## src/rtl/operand_fetch_stage_pkg.sv

```systemverilog
// Shared constants, request/bundle types and the hazard check for the operand fetch stage.
package operand_fetch_stage_pkg;

  localparam int unsigned NumRegs   = 16;
  localparam int unsigned DataWidth = 32;
  localparam int unsigned SelWidth  = $clog2(NumRegs);

  typedef logic [SelWidth-1:0]  sel_t;
  typedef logic [DataWidth-1:0] data_t;

  typedef struct packed {
    sel_t       sel_ra;
    sel_t       sel_rb;
    sel_t       sel_rc;
    logic [2:0] uses;      // {rc, rb, ra}
    sel_t       dest_sel;
    logic       dest_en;
  } operand_req_t;

  typedef struct packed {
    data_t data_ra;
    data_t data_rb;
    data_t data_rc;
    sel_t  dest_sel;
    logic  dest_en;
  } operand_bundle_t;

  // busy holds the scoreboard bits looked up for {dest, rc, rb, ra}.
  function automatic logic hazard_check(input operand_req_t req, input logic [3:0] busy);
    logic haz;
    haz = (req.uses[0] && (req.sel_ra != '0) && busy[0]) ||
          (req.uses[1] && (req.sel_rb != '0) && busy[1]) ||
          (req.uses[2] && (req.sel_rc != '0) && busy[2]) ||
          (req.dest_en && (req.dest_sel != '0) && busy[3]);
    return haz;
  endfunction

endpackage

```

## src/rtl/operand_fetch_stage_if.sv

```systemverilog
// Decode, register file, writeback and execute signals of the operand fetch stage.
interface operand_fetch_stage_if
  import operand_fetch_stage_pkg::*;
();

  logic       in_valid;
  logic       in_ready;
  sel_t       in_sel_ra;
  sel_t       in_sel_rb;
  sel_t       in_sel_rc;
  logic [2:0] in_uses;
  sel_t       in_dest_sel;
  logic       in_dest_en;
  logic       in_flush;

  sel_t       rf_read_sel_ra;
  sel_t       rf_read_sel_rb;
  sel_t       rf_read_sel_rc;
  data_t      rf_read_data_ra;
  data_t      rf_read_data_rb;
  data_t      rf_read_data_rc;

  logic       wb_valid;
  sel_t       wb_sel;
  data_t      wb_data;

  logic       out_valid;
  logic       out_ready;
  data_t      out_data_ra;
  data_t      out_data_rb;
  data_t      out_data_rc;
  sel_t       out_dest_sel;
  logic       out_dest_en;

  modport master (
    output in_valid, in_sel_ra, in_sel_rb, in_sel_rc, in_uses, in_dest_sel, in_dest_en, in_flush,
    output rf_read_data_ra, rf_read_data_rb, rf_read_data_rc,
    output wb_valid, wb_sel, wb_data, out_ready,
    input  in_ready, rf_read_sel_ra, rf_read_sel_rb, rf_read_sel_rc,
    input  out_valid, out_data_ra, out_data_rb, out_data_rc, out_dest_sel, out_dest_en
  );

  modport slave (
    input  in_valid, in_sel_ra, in_sel_rb, in_sel_rc, in_uses, in_dest_sel, in_dest_en, in_flush,
    input  rf_read_data_ra, rf_read_data_rb, rf_read_data_rc,
    input  wb_valid, wb_sel, wb_data, out_ready,
    output in_ready, rf_read_sel_ra, rf_read_sel_rb, rf_read_sel_rc,
    output out_valid, out_data_ra, out_data_rb, out_data_rc, out_dest_sel, out_dest_en
  );

endinterface

```

## src/rtl/operand_fetch_stage_scoreboard.sv

```systemverilog
// Pending-write scoreboard: one busy bit per register, r0 never busy.
module operand_fetch_stage_scoreboard
  import operand_fetch_stage_pkg::*;
(
  input  logic clk_i,
  input  logic rst_i,
  input  logic set_en_i,
  input  sel_t set_sel_i,
  input  logic clr_en_i,
  input  sel_t clr_sel_i,
  input  sel_t qry_ra_sel_i,
  input  sel_t qry_rb_sel_i,
  input  sel_t qry_rc_sel_i,
  input  sel_t qry_dest_sel_i,
  output logic busy_ra_o,
  output logic busy_rb_o,
  output logic busy_rc_o,
  output logic busy_dest_o
);

  logic [NumRegs-1:0] busy_q, busy_d;

  always_comb begin
    busy_d = busy_q;
    if (clr_en_i) busy_d[clr_sel_i] = 1'b0;
    // A new claim must survive a retiring write to the same register.
    if (set_en_i) busy_d[set_sel_i] = 1'b1;
    busy_d[0] = 1'b0;
  end

  always_ff @(posedge clk_i) begin
    if (rst_i) busy_q <= '0;
    else       busy_q <= busy_d;
  end

  assign busy_ra_o   = busy_q[qry_ra_sel_i];
  assign busy_rb_o   = busy_q[qry_rb_sel_i];
  assign busy_rc_o   = busy_q[qry_rc_sel_i];
  assign busy_dest_o = busy_q[qry_dest_sel_i];

endmodule

```

## src/rtl/operand_fetch_stage.sv

```systemverilog
// Operand fetch: holds one decoded instruction, reads the register file with writeback bypass,
// stalls on RAW/WAW hazards and hands resolved operands to execute.
module operand_fetch_stage
  import operand_fetch_stage_pkg::*;
(
  input logic                  clk,
  input logic                  rst,
  operand_fetch_stage_if.slave bus_io
);

  logic            hold_valid_q, hold_valid_d;
  operand_req_t    hold_q, hold_d, in_req;
  logic [2:0]      byp_flag_q, byp_flag_d;
  data_t [2:0]     byp_data_q, byp_data_d;
  sel_t  [2:0]     next_sel;
  data_t [2:0]     rf_data;
  operand_bundle_t bundle;

  logic busy_ra, busy_rb, busy_rc, busy_dest;
  logic hazard, out_valid, fire_out, in_ready, accept, sb_set_en;

  always_comb begin
    in_req.sel_ra   = bus_io.in_sel_ra;
    in_req.sel_rb   = bus_io.in_sel_rb;
    in_req.sel_rc   = bus_io.in_sel_rc;
    in_req.uses     = bus_io.in_uses;
    in_req.dest_sel = bus_io.in_dest_sel;
    in_req.dest_en  = bus_io.in_dest_en;

    hazard    = hazard_check(hold_q, {busy_dest, busy_rc, busy_rb, busy_ra});
    out_valid = hold_valid_q & ~hazard;
    fire_out  = out_valid & bus_io.out_ready & ~bus_io.in_flush;
    in_ready  = ~hold_valid_q | fire_out;
    accept    = bus_io.in_valid & in_ready;
    sb_set_en = fire_out & hold_q.dest_en & (hold_q.dest_sel != '0);
  end

  always_comb begin
    hold_d       = accept ? in_req : hold_q;
    hold_valid_d = hold_valid_q;
    if (bus_io.in_flush)  hold_valid_d = 1'b0;
    else if (accept)      hold_valid_d = 1'b1;
    else if (fire_out)    hold_valid_d = 1'b0;

    next_sel = {hold_d.sel_rc, hold_d.sel_rb, hold_d.sel_ra};
    rf_data  = {bus_io.rf_read_data_rc, bus_io.rf_read_data_rb, bus_io.rf_read_data_ra};
    // The register file returns pre-write data, so capture a same-edge writeback here.
    for (int i = 0; i < 3; i++) begin
      byp_flag_d[i] = bus_io.wb_valid && (bus_io.wb_sel == next_sel[i]) && (next_sel[i] != '0);
      byp_data_d[i] = bus_io.wb_data;
    end

    bundle.data_ra  = byp_flag_q[0] ? byp_data_q[0] : rf_data[0];
    bundle.data_rb  = byp_flag_q[1] ? byp_data_q[1] : rf_data[1];
    bundle.data_rc  = byp_flag_q[2] ? byp_data_q[2] : rf_data[2];
    bundle.dest_sel = hold_q.dest_sel;
    bundle.dest_en  = hold_q.dest_en;
  end

  always_comb begin
    bus_io.in_ready       = in_ready;
    bus_io.out_valid      = out_valid;
    bus_io.rf_read_sel_ra = next_sel[0];
    bus_io.rf_read_sel_rb = next_sel[1];
    bus_io.rf_read_sel_rc = next_sel[2];
    bus_io.out_data_ra    = bundle.data_ra;
    bus_io.out_data_rb    = bundle.data_rb;
    bus_io.out_data_rc    = bundle.data_rc;
    bus_io.out_dest_sel   = bundle.dest_sel;
    bus_io.out_dest_en    = bundle.dest_en;
  end

  always_ff @(posedge clk) begin
    if (rst) begin
      hold_valid_q <= 1'b0;
      hold_q       <= '0;
      byp_flag_q   <= '0;
      byp_data_q   <= '0;
    end else begin
      hold_valid_q <= hold_valid_d;
      hold_q       <= hold_d;
      byp_flag_q   <= byp_flag_d;
      byp_data_q   <= byp_data_d;
    end
  end

  operand_fetch_stage_scoreboard u_scoreboard (
    .clk_i          (clk),
    .rst_i          (rst),
    .set_en_i       (sb_set_en),
    .set_sel_i      (hold_q.dest_sel),
    .clr_en_i       (bus_io.wb_valid),
    .clr_sel_i      (bus_io.wb_sel),
    .qry_ra_sel_i   (hold_q.sel_ra),
    .qry_rb_sel_i   (hold_q.sel_rb),
    .qry_rc_sel_i   (hold_q.sel_rc),
    .qry_dest_sel_i (hold_q.dest_sel),
    .busy_ra_o      (busy_ra),
    .busy_rb_o      (busy_rb),
    .busy_rc_o      (busy_rc),
    .busy_dest_o    (busy_dest)
  );

endmodule

```

## src/flat_wrapper.sv

```systemverilog
// flat-port wrapper written by rule: the top's interface ports become plain ports
module operand_fetch_stage_flat import operand_fetch_stage_pkg::*;
  (clk, rst, bus_io_in_valid, bus_io_in_sel_ra, bus_io_in_sel_rb, bus_io_in_sel_rc, bus_io_in_uses, bus_io_in_dest_sel, bus_io_in_dest_en, bus_io_in_flush, bus_io_rf_read_data_ra, bus_io_rf_read_data_rb, bus_io_rf_read_data_rc, bus_io_wb_valid, bus_io_wb_sel, bus_io_wb_data, bus_io_out_ready, bus_io_in_ready, bus_io_rf_read_sel_ra, bus_io_rf_read_sel_rb, bus_io_rf_read_sel_rc, bus_io_out_valid, bus_io_out_data_ra, bus_io_out_data_rb, bus_io_out_data_rc, bus_io_out_dest_sel, bus_io_out_dest_en);
  operand_fetch_stage_if bus_io_i ();
  input logic clk;
  input logic rst;
  input wire logic [$bits(bus_io_i.in_valid)-1:0] bus_io_in_valid;
  input wire logic [$bits(bus_io_i.in_sel_ra)-1:0] bus_io_in_sel_ra;
  input wire logic [$bits(bus_io_i.in_sel_rb)-1:0] bus_io_in_sel_rb;
  input wire logic [$bits(bus_io_i.in_sel_rc)-1:0] bus_io_in_sel_rc;
  input wire logic [$bits(bus_io_i.in_uses)-1:0] bus_io_in_uses;
  input wire logic [$bits(bus_io_i.in_dest_sel)-1:0] bus_io_in_dest_sel;
  input wire logic [$bits(bus_io_i.in_dest_en)-1:0] bus_io_in_dest_en;
  input wire logic [$bits(bus_io_i.in_flush)-1:0] bus_io_in_flush;
  input wire logic [$bits(bus_io_i.rf_read_data_ra)-1:0] bus_io_rf_read_data_ra;
  input wire logic [$bits(bus_io_i.rf_read_data_rb)-1:0] bus_io_rf_read_data_rb;
  input wire logic [$bits(bus_io_i.rf_read_data_rc)-1:0] bus_io_rf_read_data_rc;
  input wire logic [$bits(bus_io_i.wb_valid)-1:0] bus_io_wb_valid;
  input wire logic [$bits(bus_io_i.wb_sel)-1:0] bus_io_wb_sel;
  input wire logic [$bits(bus_io_i.wb_data)-1:0] bus_io_wb_data;
  input wire logic [$bits(bus_io_i.out_ready)-1:0] bus_io_out_ready;
  output wire logic [$bits(bus_io_i.in_ready)-1:0] bus_io_in_ready;
  output wire logic [$bits(bus_io_i.rf_read_sel_ra)-1:0] bus_io_rf_read_sel_ra;
  output wire logic [$bits(bus_io_i.rf_read_sel_rb)-1:0] bus_io_rf_read_sel_rb;
  output wire logic [$bits(bus_io_i.rf_read_sel_rc)-1:0] bus_io_rf_read_sel_rc;
  output wire logic [$bits(bus_io_i.out_valid)-1:0] bus_io_out_valid;
  output wire logic [$bits(bus_io_i.out_data_ra)-1:0] bus_io_out_data_ra;
  output wire logic [$bits(bus_io_i.out_data_rb)-1:0] bus_io_out_data_rb;
  output wire logic [$bits(bus_io_i.out_data_rc)-1:0] bus_io_out_data_rc;
  output wire logic [$bits(bus_io_i.out_dest_sel)-1:0] bus_io_out_dest_sel;
  output wire logic [$bits(bus_io_i.out_dest_en)-1:0] bus_io_out_dest_en;
  assign bus_io_i.in_valid = bus_io_in_valid;
  assign bus_io_i.in_sel_ra = bus_io_in_sel_ra;
  assign bus_io_i.in_sel_rb = bus_io_in_sel_rb;
  assign bus_io_i.in_sel_rc = bus_io_in_sel_rc;
  assign bus_io_i.in_uses = bus_io_in_uses;
  assign bus_io_i.in_dest_sel = bus_io_in_dest_sel;
  assign bus_io_i.in_dest_en = bus_io_in_dest_en;
  assign bus_io_i.in_flush = bus_io_in_flush;
  assign bus_io_i.rf_read_data_ra = bus_io_rf_read_data_ra;
  assign bus_io_i.rf_read_data_rb = bus_io_rf_read_data_rb;
  assign bus_io_i.rf_read_data_rc = bus_io_rf_read_data_rc;
  assign bus_io_i.wb_valid = bus_io_wb_valid;
  assign bus_io_i.wb_sel = bus_io_wb_sel;
  assign bus_io_i.wb_data = bus_io_wb_data;
  assign bus_io_i.out_ready = bus_io_out_ready;
  assign bus_io_in_ready = bus_io_i.in_ready;
  assign bus_io_rf_read_sel_ra = bus_io_i.rf_read_sel_ra;
  assign bus_io_rf_read_sel_rb = bus_io_i.rf_read_sel_rb;
  assign bus_io_rf_read_sel_rc = bus_io_i.rf_read_sel_rc;
  assign bus_io_out_valid = bus_io_i.out_valid;
  assign bus_io_out_data_ra = bus_io_i.out_data_ra;
  assign bus_io_out_data_rb = bus_io_i.out_data_rb;
  assign bus_io_out_data_rc = bus_io_i.out_data_rc;
  assign bus_io_out_dest_sel = bus_io_i.out_dest_sel;
  assign bus_io_out_dest_en = bus_io_i.out_dest_en;
  operand_fetch_stage u_core (.clk(clk), .rst(rst), .bus_io(bus_io_i));
endmodule
```

## config.mk

```make
export PLATFORM = sky130hd
export DESIGN_NAME = operand_fetch_stage_flat
export DESIGN_NICKNAME = d
export VERILOG_FILES = /design/src/rtl/operand_fetch_stage_pkg.sv /design/src/rtl/operand_fetch_stage_if.sv /design/src/rtl/operand_fetch_stage_scoreboard.sv /design/src/rtl/operand_fetch_stage.sv /design/src/flat_wrapper.sv
export SDC_FILE = /design/constraint.sdc
export NUM_CORES = 1
export LEC_CHECK = 0
export CAP_MARGIN = 20
export CORE_MARGIN = 4
export CORE_UTILIZATION = 39
export CTS_BUF_LIST = sky130_fd_sc_hd__clkbuf_8
export CTS_CLUSTER_SIZE = 25
export DETAILED_ROUTE_END_ITERATION = 16
export PLACE_DENSITY = 0.86
export SLEW_MARGIN = 20
export SYNTH_ARGS = -nofsm -noshare
export SYNTH_HDL_FRONTEND = slang
export SYNTH_SLANG_ARGS = --single-unit
```

## constraint.sdc

```tcl
create_clock -name clk -period 4.5 [get_ports clk]
set_clock_uncertainty 0.15 [all_clocks]
set_input_delay 0.675 -clock clk [delete_from_list [all_inputs] [get_ports clk]]
set_output_delay 0.675 -clock clk [all_outputs]
set_load 0.02 [all_outputs]
```

==> impl_metrics.toml <==
[outcome]
status = "complete, no violations"

[yosys]
ys_ff_latch = 71
postSynthAreaPerCell_um2 = 9.59
synth_top_family_by_area = "multiplexers"
yosys_most_used_dff = "dfxtp_1"
synth_top_area_share = 0.310
synthArstFlopShare = 0
muxShareOfSynthArea = 0.363
ys_top_cells_by_area = "dfxtp_1, mux2_2, nor2b_1"
synth_commonest_cells = "mux2_2, dfxtp_1, nor2b_1, nor2_1, nand2_1"
ys_seq_area_frac = 0.310
synth_warnings = 0
netlist_area_um2 = 4590
yosysMostFrequentCell = "mux2_2"
synth_cell_types = 49
yosys.area_share.simple = 0.168
synthCells = 478
synth-edff-count = 0
yosys.area_share.xor_xnor = 0.0134
yosys.area.top_type = "dfxtp_1"
synth_nets = 636
synth-compound-area-share = 0.0870
synthAdderAreaFrac = 0

[global_route]
antenna_found_initial = 1
grt_max_degree = 69
grt-ovfl-total = 0
grtUsageTotal = 0.261
grt_pass1_vias = 4823
grt_pass1_wl_mm = 27.3

[clock_network]
clkSinkCount = 71
clkTransAtPathRegs_ns = 0.08
cts_tree = "yes"
cts_inserted_buffers = 9
htree_levels = 3
cts_setup_buffers = 0
insertion_delay_ns = 0.35
root_buffer = "clkbuf_8"
ctsHoldBuffers = 0
clockBufferDepth = 2

[final_layout]
fin_cells = 882
n_fill_cell = 914
area_delta_synth_final_pct = 65.9
drive_gt1_frac = 0.221
fin_area_um2 = 7610
final_nets = 890
fin_util = 0.664

[power]
total_power_mw = 1.73
intPower_mw = 1.19
power.density_nw_per_um2 = 227
swShare = 0.315
power.switching_mw = 0.545
ir_drop_uv = 228
pwr-share-comb = 0.330
pwr-share-clk = 0.271
leakage_nw = 2.87
sequentialPowerShare = 0.399

[setup_path]
crit_arrival_ns = 3.53
startpoint_type = "flip-flop"
worstReg2RegStart = "u_core.hold_q[13]"
cp.required_ns = 3.67
critPathCaptureType = "output pin"
crit_fanout = 11
r2r_slack_ns = 1.10
r2r_end = "u_core.byp_flag_q[1]"
crit_type = "reg2out"
reg2reg_depth = 9

[route]
drt_wl_total_mm = 18.5
via_per_inst = 5.34
wl_per_cell_um = 21.0
first_iter_violations = 254
first_pass_iters = 5
drc_errors = 0
ant_nets = 0
vias = 4714

[place]
dp_hpwl_mm = 14.7
dpl_cell_area_um2 = 7370
place_inst = 863
place.gp.congestion = 0.941
dp_slack_ns = 0.141
port_buffers = 272

[floorplanning]
ioPinCount = 273
coreArea_um2 = 11500
placementRows = 39
start_util = 0.400
die_x_um = 116
die_area_um2 = 13600
die_y_um = 116

[timing]
holdWs_ns = 0.387
min_period_over_period = 0.968
slew-limit-headroom = 0.453
hold_viol = 0
setup-violations-final = 0
fmax_ghz = 0.230
finalMaxSlewViolations = 0
rsz0062_at_grt = "false"
setup_ws_ns = 0.144
tns_ns = 0
finalCriticalPeriod_ns = 4.36
worstMarginPinSlew_ns = 0.818

[hold_path]
hp-class = "reg2reg"
hold_depth = 2
hold_start = "u_core.hold_q[6]"
holdPathEnd = "u_core.hold_q[6]"

[flow_run]
drv_cap = 0
-- power groups by stage --
stage	clock [mW]	combinational [mW]	sequential, mW
6_report	0.469	0.572	0.691
4_1_cts	0.477	0.574	0.689
3_3_place_gp	0	0.561	0.702
3_5_place_dp	0	0.568	0.703
5_1_grt	0.508	0.606	0.695
2_1_floorplan	0	0.275	0.684
-- cell families after synthesis --
family                 count (synthesis)
flip-flops                            71
multiplexers                         138
buffers and inverters                 59
XOR/XNOR                               7
AND/OR/NAND/NOR                      148
AO/OA/AOI/OAI                         55
-- sequential cells by signal, summed over array words and instances, names as in the netlist --
signal	flops
u_core.hold_valid_q	1
u_core.u_scoreboard.busy_q	15
u_core.hold_q	15
u_core.byp_flag_q	3
u_core.bus_io.out_dest_en	1
u_core.bus_io.out_dest_sel	4
u_core.byp_data_q	32
-- worst max-delay path: stages (launching register included) --
cell and delay, ns:
dfxtp_1 0.36, mux2_2 0.34, a221oi_1 0.36, o41ai_1 0.16
or4_1 0.56, o32a_4 0.49, mux2_2 0.27, clkdlybuf4s50_1 0.63
-- worst max-delay path by stage --
stage,startpoint,to,slack [ns],cells after the start
6_report,u_core.hold_q[13],bus_io_rf_read_sel_rb[0],0.14,7
5_1_grt,u_core.hold_q[8],bus_io_rf_read_sel_ra[0],0.006,8
4_1_cts,u_core.hold_q[9],bus_io_rf_read_sel_ra[3],0.03,9
3_5_place_dp,u_core.hold_q[16],bus_io_rf_read_sel_ra[3],0.14,9
3_3_place_gp,u_core.hold_q[16],bus_io_rf_read_sel_ra[3],0.22,9
2_1_floorplan,u_core.bus_io.out_dest_sel[0],bus_io_rf_read_sel_rb[3],0.73,9
-- layout make-up --
| class | instances | area (um2) | share of cell area |
|---|---|---|---|
| timing repair buffer | 285 | 2830 | 0.372 |
| clock buffer | 9 | 124 | 0.0163 |
| tap | 143 | 179 | 0.0235 |
| clock inverter | 7 | 50.0 | 0.00658 |
| antenna | 2 | 5.00 | 0.000658 |
| sequential | 71 | 1430 | 0.187 |
| inverter | 16 | 60.1 | 0.00789 |
| multi-input combinational | 349 | 2930 | 0.386 |
-- per-layer routing --
layer / share of wire / GRT usage
met1: 0.37 / 0.316
met2: 0.51 / 0.446
met4: 0.028 / 0.113
met5: 0 / 0
met3: 0.092 / 0.0580
-- timing repair --
| action | CTS | global route |
|---|---|---|
| endpoints found under the setup margin | 12 | 5 |
| gates cloned | 1 | 0 |
| resized for setup | 4 | 9 |
| pin swaps | 1 | 0 |
-- layout by cell type, fill, tap and decap left out, types with 3 or more instances in the layout --
| cell | Yosys | routed |
|---|---|---|
| a211oi_1 | 3 | 3 |
| a21oi_1 | 10 | 10 |
| a221oi_1 | 4 | 4 |
| a22oi_1 | 5 | 5 |
| a32oi_1 | 3 | 3 |
| buf_4 | 5 | 13 |
| clkbuf_8 | 0 | 9 |
| clkdlybuf4s50_1 | 0 | 265 |
| clkinvlp_4 | 0 | 3 |
| dfxtp_1 | 71 | 67 |
| dfxtp_2 | 0 | 4 |
| dlymetal6s2s_1 | 0 | 6 |
| inv_1 | 16 | 16 |
| mux2_2 | 106 | 106 |
| mux2i_1 | 18 | 17 |
| mux2i_2 | 3 | 4 |
| mux4_2 | 11 | 11 |
| nand2_1 | 28 | 28 |
| nand2b_1 | 8 | 8 |
| nand3_1 | 8 | 8 |
| nor2_1 | 34 | 34 |
| nor2b_1 | 48 | 48 |
| nor3_1 | 3 | 3 |
| nor3b_1 | 3 | 3 |
| nor4_1 | 4 | 4 |
| o21ai_0 | 12 | 12 |
| or2_2 | 3 | 3 |
| xnor2_1 | 6 | 6 |
(Power assumes the default switching activity.)
